## config.mk

```make
export PLATFORM = sky130hd
export DESIGN_NAME = sram_like_bridge
export DESIGN_NICKNAME = d
export VERILOG_FILES = /design/src/rtl/sram_like_bridge.sv
export SDC_FILE = /design/constraint.sdc
export NUM_CORES = 1
export LEC_CHECK = 0
export BUFFER_PORTS_ARGS = -buffer_cell sky130_fd_sc_hd__buf_2
export CAP_MARGIN = 25
export CORE_AREA = 3 3 107 109
export CTS_CLUSTER_SIZE = 10
export DETAILED_ROUTE_END_ITERATION = 16
export DIE_AREA = 0 0 110 112
export PLACE_DENSITY = 0.6
export SYNTH_ARGS = -nofsm -noshare
export SYNTH_HDL_FRONTEND = slang
export SYNTH_SLANG_ARGS = --single-unit
```

## constraint.sdc

```tcl
create_clock -name clk -period 1.15 [get_ports clk]
set_input_delay 0.1725 -clock clk [delete_from_list [all_inputs] [get_ports clk]]
set_output_delay 0.1725 -clock clk [all_outputs]
set_load 0.01 [all_outputs]
```

## src/rtl/sram_like_bridge.sv

```systemverilog
// Round-robin bridge from N SRAM-like requesters onto one SRAM port.
// Ports: port_* requester side (req/wr/size/addr/wdata in; addr_ok/data_ok/rdata/err out), sram_* memory side.
module sram_like_bridge #(
  parameter int NUM_PORTS = 2,
  parameter int LATENCY   = 1,
  parameter int ADDR_W    = 32
) (
  input  logic                        clk,
  input  logic                        rst,
  input  logic [NUM_PORTS-1:0]        port_req,
  input  logic [NUM_PORTS-1:0]        port_wr,
  input  logic [2*NUM_PORTS-1:0]      port_size,
  input  logic [ADDR_W*NUM_PORTS-1:0] port_addr,
  input  logic [32*NUM_PORTS-1:0]     port_wdata,
  output logic [NUM_PORTS-1:0]        port_addr_ok,
  output logic [NUM_PORTS-1:0]        port_data_ok,
  output logic [31:0]                 port_rdata,
  output logic                        port_err,
  output logic                        sram_en,
  output logic [3:0]                  sram_wen,
  output logic [ADDR_W-1:0]           sram_addr,
  output logic [31:0]                 sram_wdata,
  input  logic [31:0]                 sram_rdata
);

  localparam int IDX_W = (NUM_PORTS > 1) ? $clog2(NUM_PORTS) : 1;
  typedef logic [IDX_W-1:0] idx_t;

  logic [ADDR_W-1:0] addr_a  [NUM_PORTS];
  logic [1:0]        size_a  [NUM_PORTS];
  logic [31:0]       wdata_a [NUM_PORTS];

  for (genvar k = 0; k < NUM_PORTS; k++) begin : g_unpack
    assign addr_a[k]  = port_addr[k*ADDR_W +: ADDR_W];
    assign size_a[k]  = port_size[2*k +: 2];
    assign wdata_a[k] = port_wdata[32*k +: 32];
  end

  idx_t ptr_q, ptr_d;
  logic vld_q  [LATENCY];
  logic vld_d  [LATENCY];
  idx_t pidx_q [LATENCY];
  idx_t pidx_d [LATENCY];
  logic perr_q [LATENCY];
  logic perr_d [LATENCY];

  logic              gnt_any;
  idx_t              gnt_idx;
  idx_t              scan_idx;
  logic [ADDR_W-1:0] sel_addr;
  logic [1:0]        sel_size;
  logic              sel_err;
  logic              dok;

  // Scan from the priority pointer; first requester wins.
  always_comb begin
    gnt_any  = 1'b0;
    gnt_idx  = '0;
    scan_idx = '0;
    for (int i = 0; i < NUM_PORTS; i++) begin
      scan_idx = idx_t'((int'(ptr_q) + i) % NUM_PORTS);
      if (!gnt_any && port_req[scan_idx]) begin
        gnt_any = 1'b1;
        gnt_idx = scan_idx;
      end
    end
    if (rst) gnt_any = 1'b0;
  end

  always_comb begin
    sel_addr = addr_a[gnt_idx];
    sel_size = size_a[gnt_idx];
    sel_err  = 1'b0;
    unique case (1'b1)
      sel_size == 2'd3:                   sel_err = 1'b1;
      sel_size == 2'd1 && sel_addr[0]:    sel_err = 1'b1;
      sel_size == 2'd2 && |sel_addr[1:0]: sel_err = 1'b1;
      default:                            sel_err = 1'b0;
    endcase
  end

  always_comb begin
    sram_en    = gnt_any;
    sram_addr  = {sel_addr[ADDR_W-1:2], 2'b00};
    sram_wdata = wdata_a[gnt_idx];
    sram_wen   = 4'b0000;
    if (gnt_any && port_wr[gnt_idx] && !sel_err) begin
      unique case (sel_size)
        2'd0:    sram_wen = 4'b0001 << sel_addr[1:0];
        2'd1:    sram_wen = 4'b0011 << sel_addr[1:0];
        default: sram_wen = 4'b1111;
      endcase
    end
  end

  always_comb begin
    ptr_d = ptr_q;
    if (gnt_any)
      ptr_d = (gnt_idx == idx_t'(NUM_PORTS - 1)) ? '0 : gnt_idx + idx_t'(1);
  end

  always_comb begin
    vld_d  = vld_q;
    pidx_d = pidx_q;
    perr_d = perr_q;
    vld_d[0]  = gnt_any;
    pidx_d[0] = gnt_idx;
    perr_d[0] = sel_err;
    for (int i = 1; i < LATENCY; i++) begin
      vld_d[i]  = vld_q[i-1];
      pidx_d[i] = pidx_q[i-1];
      perr_d[i] = perr_q[i-1];
    end
  end

  always_ff @(posedge clk) begin
    if (rst) begin
      ptr_q <= '0;
      for (int i = 0; i < LATENCY; i++) begin
        vld_q[i]  <= 1'b0;
        pidx_q[i] <= '0;
        perr_q[i] <= 1'b0;
      end
    end else begin
      ptr_q  <= ptr_d;
      vld_q  <= vld_d;
      pidx_q <= pidx_d;
      perr_q <= perr_d;
    end
  end

  always_comb begin
    dok          = vld_q[LATENCY-1] && !rst;
    port_addr_ok = gnt_any ? (NUM_PORTS'(1) << gnt_idx) : '0;
    port_data_ok = dok ? (NUM_PORTS'(1) << pidx_q[LATENCY-1]) : '0;
    port_err     = dok && perr_q[LATENCY-1];
    port_rdata   = sram_rdata;
  end

endmodule
```

### After elaboration in Yosys (flattened, before gate mapping)

Index checks and enable logic that the tools add are counted.

* add/sub/neg operators: 2
* magnitude comparators: 4
* equality and inequality tests: 3
* shifts and indexed selects: 4
* mux-type cells: 26
* bitwise logic cells: 1
* reductions and logical operators: 13

Operators with widths (number)
* $mux W32: 6
* $mux W1: 13
* $mux W2: 5
* $pmux W4 S2: 1
* $logic_and A1 B1 Y1: 7
* $lt A1 B2 Y1 const B: 3
* $eq A2 B2 Y1 const B: 2
* $mux W4: 1
* $shl A1 B1 Y2 const A: 2
* $shl A1 B2 Y4 const A: 1
* $shl A2 B2 Y4 const A: 1
* $logic_not A1 Y1: 3
* $reduce_or A3 Y1: 1
* $add A1 B1 Y1 const B: 2
* $eq A2 B1 Y1 const B: 1
* $ge A2 B2 Y1 const B: 1
* $logic_not A2 Y1: 1
* $not A1 Y2: 1
* $reduce_or A2 Y1: 1

* bits in registers: 4
* input port bits: 170
* output and inout bits: 106

### Logic depth before layout (Yosys ltp)

Gate-level depths: netlist of the first run.

* depth in word-level cells: 17
* depth in mapped cells: 6
* mapped depth without buffers: 4

### Worst setup path after synthesis of the first run

Ideal clock, no wire load.

* path type: reg2out
* from: register ptr_q
* to: output port sram_wen[3]
* data arrival time: 1.145 ns
* required time: 0.978 ns
* setup slack: -0.168 ns
* stages on the path, launching flop included: 5
* path buffers: 0
* path through: dfxtp_1 -> nand2b_4 -> a32oi_1 -> or2_2 -> nor3_1

* cells in the longest elaborated chain, start to end: 17
* elaborated cells between the ends (all ways): 37
* those cells by class: add/sub: 1; eq/ne: 3; shift: 2; mux: 20; bitwise: 1; reduce/logical: 10

Ends and longest elaborated chain
* from (decl): RTL line 39 `idx_t ptr_q, ptr_d;`
* from (signal assigned): RTL line 125 `ptr_q <= ptr_d;`
* $mux W1 (implied by the code) (2 in a row): RTL line 62 `if (!gnt_any && port_req[scan_idx]) begin`
* $mux W1: RTL line 62
* $logic_not A1 Y1: RTL line 62
* $logic_and A1 B1 Y1: RTL line 62
* $mux W1: RTL line 62
* $not A1 Y2 (implied by the code): RTL line 71, 72
* $mux W2 (implied by the code) / $mux W32 (equally long branches) (3 in a row): RTL line 72, 71
* $eq A2 B1 Y1 (tied with other cells): RTL line 76, 88
* $logic_and A1 B1 Y1 (on tied branches): RTL line 76, 77
* $reduce_or A3 Y1 (no line)
* $mux W1: RTL line 74 `unique case (1'b1)`
* $logic_not A1 Y1: RTL line 87 `if (gnt_any && port_wr[gnt_idx] && !sel_err) begin`
* $logic_and A1 B1 Y1: RTL line 87
* $mux W4 *: RTL line 87
* to (decl): RTL line 20 `output logic [3:0] sram_wen,`

Every way passes the cells marked *; elsewhere a longest branch is shown, timed or not. The select of a mux whose other input is x is not followed.

### Worst setup path in the final report of the first run

* from: register ptr_q
* to: output port sram_wen[1]

The elaborated chain is that of the path after synthesis.

==> summary.md, run 1 <==
The least setup slack across all paths after layout is -0.4006 ns, and the pin count of the biggest net entering global routing is 33. The count of final max-slew check failures is 0. Max capacitance violation total: 0. The maximum level of the CTS H-tree is 1, and the number of routed nets with antenna violations is 0. The floorplan step defined a die boundary enclosing 0.01232 mm2. The kind of end point of the critical path is an output pin. The busiest layer in global routing was met2.

Traced cell by cell, the critical path runs through nand2b_4, nand2_4, or3_4, a21oi_4, buf_6. The buffers plus inverters on the worst setup path came out at 1. Once the floorplan was initialized, standard cells occupied 13.25% of the core.

The weighted congestion at the end of routability-driven global placement is 0.7978. Sink of the worst hold path: perr_q. The tools report the initial antenna violation count as 0. The power density of the placed cells is 588.4 mW/mm2, and the number of DRC violations after detailed routing is 0.

The later pin in the worst-skew pair is clocked with a latency of 0.22 ns. In this run, distinct cell masters in the synthesized netlist total 28. Routed via count divided by cell count: 3.881.

The tools report the endpoint arrival time on the critical path as 1.38 ns. STA classifies the critical path startpoint as a flip-flop. The run gives 69 as the number of setup violations in the final report. The first routing iteration left 61 violations. In this run the vertical extent of the chip is 112 um.

Across all hold checks on the routed design, the worst slack comes to 0.2885 ns. For this run, the number of Yosys warnings is 0. The worst setup path is of the flip-flop to output pin kind.

For met1 alone, demand over resource in global routing was 10.22%. The global-route track usage on met2 was 16.91%. The fraction of layout instances using a drive strength above 1 came out at 57.68%. The startpoint identified for the worst hold timing path is rst. After layout, the worst path uses 134.8% of the clock period.

The logs give 9142 um for the first-pass GRT wire length and 4 for the number of iterations in the first detailed-routing pass. The worst hold path passes through 3 cells. Setup slack on the worst reg-to-reg path comes out at -0.10 ns.

The smallest clock period supported by the final layout is computed as 1.551 ns. The run gives 1217 as the number of fillers in the final layout. After synthesis the netlist holds a flip-flop and latch count of 4. Counting every instance in the synthesized netlist gives 291. In this design, the stage delay of the slowest critical-path cell is 0.38 ns. After legalization and detailed placement, the total HPWL measured 5404 um. The met3 track demand over resource was 1.275%.

The total chip power is 1.746 mW. TritonCTS built the clock tree. Counting cells, the worst reg-to-reg path comes to 4. Setup repair after global routing could not meet its margin everywhere.

The run finished, with violations left. After global routing the overflow that remains totals 0. For the number of failing hold endpoints at the final stage, the log shows 0.

In this run the worst path has a maximum fanout of 4. Pin placement for this block handled 276 I/O pins. The final setup skew is 0.002576 ns, and the critical path required time is 0.98 ns. Clock-pin slew was measured on the worst setup and hold paths at 0.03 ns.

Buffers placed on the I/O ports in this run total 209. Relative to the synthesized area, the layout overhead comes to 109.4%. Slowest cell on the critical path: or3_4. The startpoint identified for the worst register-to-register timing path is ptr_q. The floorplan step set the die width to 110 um. Global routing consumed, over all layers together, 8.932% of the routing resources.

The worst-case setup slack after placement is -0.2665 ns. The clock buffer count from CTS came out at 3. Via count of the first global-routing pass: 2069. Clock tree synthesis selected as its root buffer the cell clkbuf_8.

The maximum clock rate is 644.9 MHz. After synthesis the cells add up to 0.001418 mm2. The tools report the count of vias placed by the detailed router as 2414. The final reports fail on setup timing. The tools report the count of antenna diodes in the layout as 0. The final layout net count was 654; the core region area was 0.01070 mm2.

The worst voltage drop across the vdd grid is 0.6728 mV. The tools report the destination of the worst register-to-register timing path as perr_q. The average cell area after synthesis was 4.872 um2; the number of buffers on the longest clock path was 2. Grouping stages by cell kind, the critical path spends the most delay in simple AND/OR/NAND/NOR gates.

The floorplan has 38 rows. The tree built by TritonCTS fans out to 4 sinks. Summing the sequential cell areas from Yosys gives 5.649% of the chip area. The routed wire length is 7145 um, and the wire length per cell after detailed routing is 11.49 um. For the static leakage power, the log shows 1.825 nW. The min-delay analysis places its worst path in the category primary input to flip-flop.
==> placed cells by master (no fill, tap or decap), types with 2 or more instances in the layout <==
master and instances:
buf_2 192, clkbuf_8 3, a211oi_1 2, nor2_1 8, nor3_2 3, nor3_1 3, buf_6 19, dfxtp_1 3
buf_12 4, o21ai_0 2, nor3_4 2, and3b_1 2, buf_4 16, a21oi_2 2, o21ai_1 2, a21oi_1 3
and2_1 2, or3_4 3, nand2_1 168, conb_1 2, nand2_4 7, clkbuf_16 3, nor3b_1 2, nand2_2 15
==> worst min-delay path: stages <==
cell     delay [ns]
buf_2          0.09
buf_4          0.16
a21oi_2        0.04
==> registers in the layout (all words and copies together), names as in the netlist <==
name,flops
perr_q,1
pidx_q,1
ptr_q,1
vld_q,1
==> worst max path at each step <==
stage	startpoint	endpoint	slack, ns	depth (start not counted)
finish	ptr_q	sram_wen[1]	-0.40	5
global route	ptr_q	sram_wdata[20]	-0.48	6
CTS	ptr_q	sram_wen[1]	-0.44	5
detailed placement	port_addr[32]	sram_wen[1]	-0.27	6
global placement	port_addr[32]	sram_wen[1]	-0.24	6
floorplan	ptr_q	sram_wen[1]	-0.07	4
==> cell type report <==
cell class                      count  area (um2)  area share [%]
Multi-Input combinational cell    240        1205           40.60
Tap cell                          140       175.2           5.902
Sequential cell                     4       81.33           2.740
Timing Repair Buffer              235        1465           49.37
Clock buffer                        3       41.29           1.391
==> report_power, final <==
| group | switching (mW) | internal, mW |
|---|---|---|
| Sequential | 0.00396 | 0.150 |
| Combinational | 0.636 | 0.659 |
| Clock | 0.0734 | 0.223 |
==> cells in the mapped netlist <==
library cell  count  area [um2]
mux2i_1           1       10.01
nor3b_1           2       15.01
buf_6             1       11.26
o21ba_2           1       10.01
and2_4            1       8.760
nand2b_4          1       13.76
o21ai_1           1       5.000
nand2_2           1       6.260
xnor2_1           1       8.760
a32oi_1           1       8.760
xor2_1            1       8.760
clkbuf_1          6       22.52
nor2b_1           1       6.260
conb_1            1       3.750
or3_1             3       18.77
and2_1            2       12.51
buf_2             8       40.04
or2_2             1       6.260
and3b_1           2       17.52
nand2_1         189       709.4
o21ai_0           3       15.01
a211oi_1          2       15.01
nor2_1            8       30.03
dfxtp_1           4       80.08
a21oi_1           6       30.03
buf_4            34       255.2
nor3_1            8       40.04
a221oi_1          1       8.760
==> what timing repair did <==
action                     in CTS  in global routing
gates cloned                    0                  5
setup buffers                   1                  0
setup endpoints to repair      69                 69
hold endpoints to repair        0                  0
hold buffers                    0                  0
resized for setup              19                 31
pin swaps                       8                 14
==> per-layer routing <==
layer	part of all wire [%]	routed length, um
met1	37	2666
met2	51	3679
met3	9.4	675
met4	1.7	123
met5	0	0
==> per-stage QoR <==
| step | instance area (um2) | TNS (ns) | cells | utilization [%] |
|---|---|---|---|---|
| finish | 2968 | -24.59 | 622 | 27.74 |
| global route | 2968 | -30.42 | 622 | 27.74 |
| CTS | 2744 | -25.04 | 617 | 25.65 |
| detailed placement | 2591 | -8.358 | 613 | 24.22 |
| global placement | 2591 | -7.740 | 613 | 24.22 |
| floorplan | 1535 | -1.151 | 292 | - |
==> cell families after synthesis <==
group / count (synthesis) / share of synthesized area [%]
buffers and inverters: 49 / 23.21
other: 1 / 0.2645
AOI/OAI and AO/OA: 15 / 6.531
and+or+nand+nor: 219 / 62.40
xor gates and xnor gates: 2 / 1.236
DFF: 4 / 5.649
muxes: 1 / 0.7061
(Power assumes the default switching activity.)
==> run 2, diff against run 1 <==
--- a/config.mk
+++ b/config.mk
@@ -7,11 +7,12 @@
 export LEC_CHECK = 0
 export BUFFER_PORTS_ARGS = -buffer_cell sky130_fd_sc_hd__buf_2
 export CAP_MARGIN = 25
-export CORE_AREA = 3 3 107 109
+export CORE_AREA = 2 2 106 108
 export CTS_CLUSTER_SIZE = 10
 export DETAILED_ROUTE_END_ITERATION = 16
-export DIE_AREA = 0 0 110 112
+export DIE_AREA = 0 0 108 110
 export PLACE_DENSITY = 0.6
+export SKIP_LAST_GASP = 1
 export SYNTH_ARGS = -nofsm -noshare
 export SYNTH_HDL_FRONTEND = slang
 export SYNTH_SLANG_ARGS = --single-unit
==> run 2 against run 1 <==
The run still ends with setup timing left. Combinational power decreased by 10%. Cell count decreased by 0.32%. Utilization decreased by 1.9 points. Highest routed layer unchanged. Clock power about the same. Total power decreased by 7.5%. Sequential cell count unchanged. Maximum frequency decreased by 1.3%. Die area decreased by 3.6%. Hold slack got worse by 0.0050 ns. Via count decreased by 3.6%. Worst setup slack got worse by 0.021 ns. First-iteration DRC count decreased by 21%.
==> summary.md, run 2 (synthesis gave the netlist of run 1 again) <==
The run finished, with violations left. The checks that failed: setup timing. The tools report the count of final max-slew check failures as 0 (unchanged). The library cell used most frequently in the layout, excluding fill and tap cells, is buf_2. The largest stage delay on the critical path is 0.38 ns (about the same), and the number of placed I/O pins is 276 (unchanged). The pin count of the biggest net entering global routing came out at 33 (unchanged). The worst hold-check path type is primary input to flip-flop.

The critical path launch point type was a flip-flop. The number of iterations in the first detailed-routing pass is 4 (unchanged), and the least setup slack across all paths after layout is -0.4212 ns (-0.02065 ns). The tools report the floorplan die area as 0.01188 mm2 (-3.6%). Type of the worst setup path: flip-flop to output pin. The time the worst path needs with I/O delays and setup is 1.571 ns (+0.02065 ns), and the weighted congestion at the end of routability-driven global placement is 0.7278 (-8.8%). The clock sink total was 4 (unchanged); the count of vias placed by the detailed router was 2326 (-3.6%).

Number of buffers on the longest clock path: 2 (unchanged). The routed via count divided by cell count came out at 3.752 (-3.3%). The tools report the root buffer cell as clkbuf_8. The signal on the critical path passes through nand2b_4, nand2_4, or3_4, a21oi_4, buf_6.

Total chip power: 1.615 mW (-7.5%). Among cell families on the critical path, the largest total delay comes from simple AND/OR/NAND/NOR gates. Among all stages on the critical path, the largest delay is contributed by or3_4. The logs give 0 (unchanged) for the number of routed nets with antenna violations and 6580 um (-7.9%) for the routed wire length.

The logs give 81.33 um2 (unchanged) for the sequential standard cell area and 69 (unchanged) for the number of setup violations in the final report. Kind of end point of the critical path: an output pin. Count of antenna diodes in the layout: 0 (unchanged).

The vertical die dimension was 110 um (-1.8%). Setup repair after global routing could not meet its margin everywhere. The fraction of layout instances using a drive strength above 1 is 54.58% (-3.1 points), and the final layout net count is 652 (-0.31%). The tools report the row count as 38 (unchanged).

The run gives 1 (unchanged) as the maximum level of the CTS H-tree. The power density of the placed cells was 584.4 mW/mm2 (-0.68%); the number of DRC violations after detailed routing was 0 (unchanged). The wire length per cell after detailed routing works out to 10.61 um (-7.6%). The insertion delay to the later sink of the worst-skew pair is 0.22 ns (about the same). The core region area was 0.01070 mm2 (unchanged). The number of fillers in the final layout is 1283 (+5.4%).

The largest fanout on the critical path came out at 4 (unchanged). The via count of the first global-routing pass came out at 2033 (-1.7%). The worst voltage drop across the vdd grid was 0.6747 mV (+0.28%). TritonCTS built the clock tree. For the placed wire-length estimate after detailed placement, the log shows 5367 um (-0.68%).

The critical path required time is 0.98 ns (about the same). The maximum clock rate was 636.4 MHz (-1.3%). The initial antenna violation count came out at 0 (unchanged).

The final setup skew is 0.001276 ns (-0.001300 ns), and the width of the die is 108 um (-1.8%). The buffers plus inverters on the worst setup path is 1 (unchanged), and the max capacitance violation total is 0 (unchanged). The number of failing hold endpoints at the final stage was 0 (unchanged); the clock-pin transition on the worst setup and hold timing paths was 0.03 ns (about the same). The tools report the violation count after the first detailed-route iteration as 48 (-21%).

The global route total overflow was 0 (unchanged); the number of port buffers was 209 (unchanged). Accumulated negative setup slack: -24.89 ns (-0.2982 ns). The first-pass GRT wire length is 8970 um (-1.9%). The worst-case setup slack after placement is -0.2158 ns (+0.05068 ns). The logs give 1.40 ns (+0.02 ns) for the endpoint arrival time on the critical path and 1.733 nW (-5.0%) for the static leakage power. Starting density of the core: 13.25% (unchanged). The part of the cycle the worst path needs was 136.6% (+1.8 points); the area of combinational cells with multiple inputs was 0.001127 mm2 (-6.4%).

Relative to the synthesized area, the layout overhead comes to 94.97%. The run gives 3 (unchanged) as the clock buffer count from CTS. In the layout the commonest cells are buf_2, nand2_1, buf_4. The global router's overall resource usage is 9.224% (+0.29 points), and the worst hold margin is 0.2835 ns (-0.005000 ns). The tools report the hold-fix buffer count after cts as 0 (unchanged).
==> run 2: changes by cell type in the layout (fill, tap and decap cells not counted) <==
cell / delta
and2_2: -1
buf_2: +15
buf_4: +2
buf_6: -17
clkbuf_16: -1
nand2_1: +12
nand2_2: -6
nand2_4: -6
nor3_1: +1
nor3_2: -1
o21ai_0: +1
o21ai_1: -1
or3_1: +1
or3_4: -1
==> run 2: through the flow <==
| stage | utilization [%] | cells | area, um2 |
|---|---|---|---|
| after detailed placement | 24.29 | 614 | 2599 |
| after global routing | 25.84 | 620 | 2764 |
| final | 25.84 | 620 | 2764 |
| after global placement | 24.29 | 614 | 2599 |
| after floorplan | - | 292 | 1535 |
| after CTS | 25.18 | 618 | 2694 |
==> run 2: final cells by class <==
type | count | share of cell area (%)
clock buffers | 3 | 1.494
multi-input cells | 239 | 40.79
flip-flops and latches | 4 | 2.943
well taps | 140 | 6.338
repair buffers | 234 | 48.44
==> run 2: path summary, 6_finish.rpt <==
path,slack (ns),endpoint,cells after the start,startpoint
max,-0.42,sram_wen[1],5,ptr_q
min,0.28,ptr_q,3,port_req[0]
max reg2reg,-0.11,perr_q,5,ptr_q
min reg2reg,0.61,ptr_q,4,ptr_q
==> run 2: worst register-to-register path, cell delays in order (launching register included) <==
cell	delay (ns)
dfxtp_2	0.31
nand2b_4	0.13
nand2_4	0.07
buf_8	0.15
or3_1	0.39
a21oi_2	0.13
==> run 2: per-layer routing <==
| layer | up-vias | part of all wire, % | track usage [%] |
|---|---|---|---|
| li1 | 1239 | - | - |
| met1 | 948 | 38 | 9.739 |
| met2 | 126 | 51 | 18.42 |
| met3 | 13 | 9.5 | 2.058 |
| met4 | 0 | 1.2 | 2.198 |
| met5 | - | 0 | 0 |
==> run 2: power breakdown <==
part / internal, mW / total, mW / switching (mW)
sequential: 0.151 / 0.155 / 0.00420
clock: 0.223 / 0.295 / 0.0723
combinational: 0.580 / 1.17 / 0.585
total: 0.954 / 1.62 / 0.661
==> run 2: timing repair <==
action                     in CTS  in global routing
buffers inserted                1                  0
cloned                          0                  2
pin swaps                       5                  1
setup endpoints to repair      69                 69
gates resized for setup         9                  4
==> run 3, diff against run 2 <==
==> constraint.sdc (replaced) <==
create_clock -name clk -period 1.15 [get_ports clk]
set_input_delay 0.23 -clock clk [delete_from_list [all_inputs] [get_ports clk]]
set_output_delay 0.23 -clock clk [all_outputs]
set_load 0.01 [all_outputs]
==> run 3 against run 2 <==
The run still ends with setup timing left. Wire length rose by 30%. Worst setup slack got worse by 0.085 ns. Count of clock-buffer cells in the layout did not move. Utilization rose by 7.1 points. Global-route usage barely moved. Register-to-register slack got worse by 0.12 ns. Clock skew rose by 0.0010 ns. Total power rose by 29%. Non-clock buffer count rose by 3. Critical path depth did not move. Die area did not move. Combinational power rose by 39%. Critical path type unchanged. Critical endpoint is now sram_wen[2].
==> summary.md, run 3 (synthesis gave the netlist of run 1 again) <==
The global router's overall resource usage is 9.207% (-0.017 points). For the number of routed nets with antenna violations, the log shows 0 (unchanged). TritonCTS built the clock tree.

The tools report the number of placed I/O pins as 276 (unchanged). Maximum clock rate: 603.7 MHz (-5.1%). The tools report the pin count of the biggest net entering global routing as 43 (+30%).

The tools report the kind of end point of the critical path as an output pin. The vertical die dimension was 110 um (unchanged). The run gives -0.2982 ns (-0.08235 ns) as the worst-case setup slack after placement. The number of iterations in the first detailed-routing pass was 4 (unchanged). For the routed wire length, the log shows 8579 um (+30%). The run gives 0.6387 mV (-5.3%) as the worst voltage drop across the vdd grid. Time the worst path needs with I/O delays and setup: 1.656 ns (+0.08518 ns). The checks that failed: setup timing.

The global route total overflow is 0 (unchanged), and the first-pass GRT wire length is 8866 um (-1.2%). The run gives 0.8354 (+15%) as the weighted congestion at the end of routability-driven global placement. The count of antenna diodes in the layout is 0 (unchanged). The clock buffer count from CTS came out at 3 (unchanged). The part of the cycle the worst path needs is 144.0% (+7.4 points).

The row count came out at 38 (unchanged). The largest fanout on the critical path came out at 5 (+1). The root buffer cell is clkbuf_8. The tools report the number of failing hold endpoints at the final stage as 0 (unchanged).

The most common cell after layout, fill and taps aside is buf_2. The floorplan die area was 0.01188 mm2 (unchanged); the critical path required time was 0.92 ns (-0.06 ns). The tightest min-delay check is of the primary input to flip-flop type.

Max capacitance violation total: 0 (unchanged). The logs give 5160 um (-3.9%) for the placed wire-length estimate after detailed placement and 4 (unchanged) for the clock sink total. The run gives 0.002297 ns (+0.001021 ns) as the final setup skew. Compared with the post-synthesis result, the final layout area differs by 148.7%. The tools report the static leakage power as 2.058 nW (+19%).

For the initial antenna violation count, the log shows 0 (unchanged). Number of port buffers: 209 (unchanged). The number of buffers on the longest clock path was 2 (unchanged); the insertion delay to the later sink of the worst-skew pair was 0.22 ns (about the same). Setup repair after global routing could not meet its margin everywhere. Hold-fix buffer count after cts: 0 (unchanged). Final layout net count: 657 (+0.77%). The width of the die came out at 108 um (unchanged). The fraction of layout instances using a drive strength above 1 is 75.05% (+20 points). The flow ran to the end, but the final reports show violations.

Critical path launch point type: a flip-flop. Violation count after the first detailed-route iteration: 51 (+6.3%). Routed via count divided by cell count: 3.990 (+6.4%). Type of the worst setup path: flip-flop to output pin. The run gives 0 (unchanged) as the number of DRC violations after detailed routing. The count of final max-slew check failures came out at 0 (unchanged). In the layout the commonest cells are buf_2, nand2_1, nand2_2. The count of vias placed by the detailed router is 2494 (+7.2%), and the endpoint arrival time on the critical path is 1.43 ns (+0.03 ns).

The starting density of the core was 13.25% (unchanged). Clock-pin transition on the worst setup and hold timing paths: 0.03 ns (about the same). The maximum level of the CTS H-tree came out at 1 (unchanged). The final instance area was 0.003526 mm2 (+28%). The tools report the standard cell area after detailed placement as 0.002639 mm2 (+1.5%).

Least setup slack across all paths after layout: -0.5064 ns (-0.08518 ns). The core region area was 0.01070 mm2 (unchanged); the power density of the placed cells was 592.7 mW/mm2 (+1.4%). The number of setup violations in the final report is 69 (unchanged). The number of fillers in the final layout is 1141 (-11%). The wire length per cell after detailed routing was 13.73 um (+29%); the via count of the first global-routing pass was 1946 (-4.3%).
[run 3: layer usage]
| layer | global-route usage, % | up-vias | routed length [um] |
|---|---|---|---|
| met5 | 0 | - | 0 |
| met4 | 2.289 | 0 | 102 |
| met3 | 2.763 | 18 | 692 |
| met2 | 16.98 | 133 | 4346 |
| met1 | 10.36 | 1083 | 3438 |
| li1 | - | 1260 | - |
[run 3: worst max-delay path, cell delays in order (launching register included)]
cell and delay [ns]:
dfxtp_2 0.32, nand2b_4 0.18, a32oi_1 0.11, or2_4 0.28, o21ba_4 0.22, buf_6 0.09
[run 3: path summary, 6_finish.rpt]
kind	to	start	slack [ns]	cells past startpoint
setup reg to reg	perr_q	ptr_q	-0.23	5
setup / recovery	sram_wen[2]	ptr_q	-0.51	5
hold reg to reg	ptr_q	ptr_q	0.52	2
hold / removal	ptr_q	port_req[0]	0.34	3
[run 3: cell type report]
cell class / instances / area, um2 / share of cell area [%]
Timing Repair Buffer: 237 / 1694 / 48.05
Multi-Input combinational cell: 241 / 1533 / 43.47
Tap cell: 140 / 175.2 / 4.968
Sequential cell: 4 / 82.58 / 2.342
Clock buffer: 3 / 41.29 / 1.171
[run 3: repair_timing]
action	4_1_cts	5_1_grt
endpoints found under the setup margin	70	70
cloned	0	14
buffers inserted	0	2
gates resized for setup	3	137
pin swaps	3	66
[run 3: where the power goes]
part,switching (mW),internal (mW),total (mW)
clock,0.0781,0.224,0.302
sequential,0.00540,0.151,0.156
combinational,0.794,0.837,1.63
[run 3: metrics by stage]
stage | TNS, ns | total power [mW] | std cells | hold slack, ns | util [%]
after CTS | -30.64 | 1.594 | 609 | 0.3387 | 25.18
after global placement | -14.89 | 1.278 | 606 | 0.4601 | 24.67
after floorplan | -4.915 | 0.8563 | 292 | 0.3746 | -
after detailed placement | -15.64 | 1.280 | 606 | 0.4601 | 24.67
after global routing | -34.22 | 2.244 | 625 | 0.3598 | 32.96
final | -30.64 | 2.090 | 625 | 0.3435 | 32.96
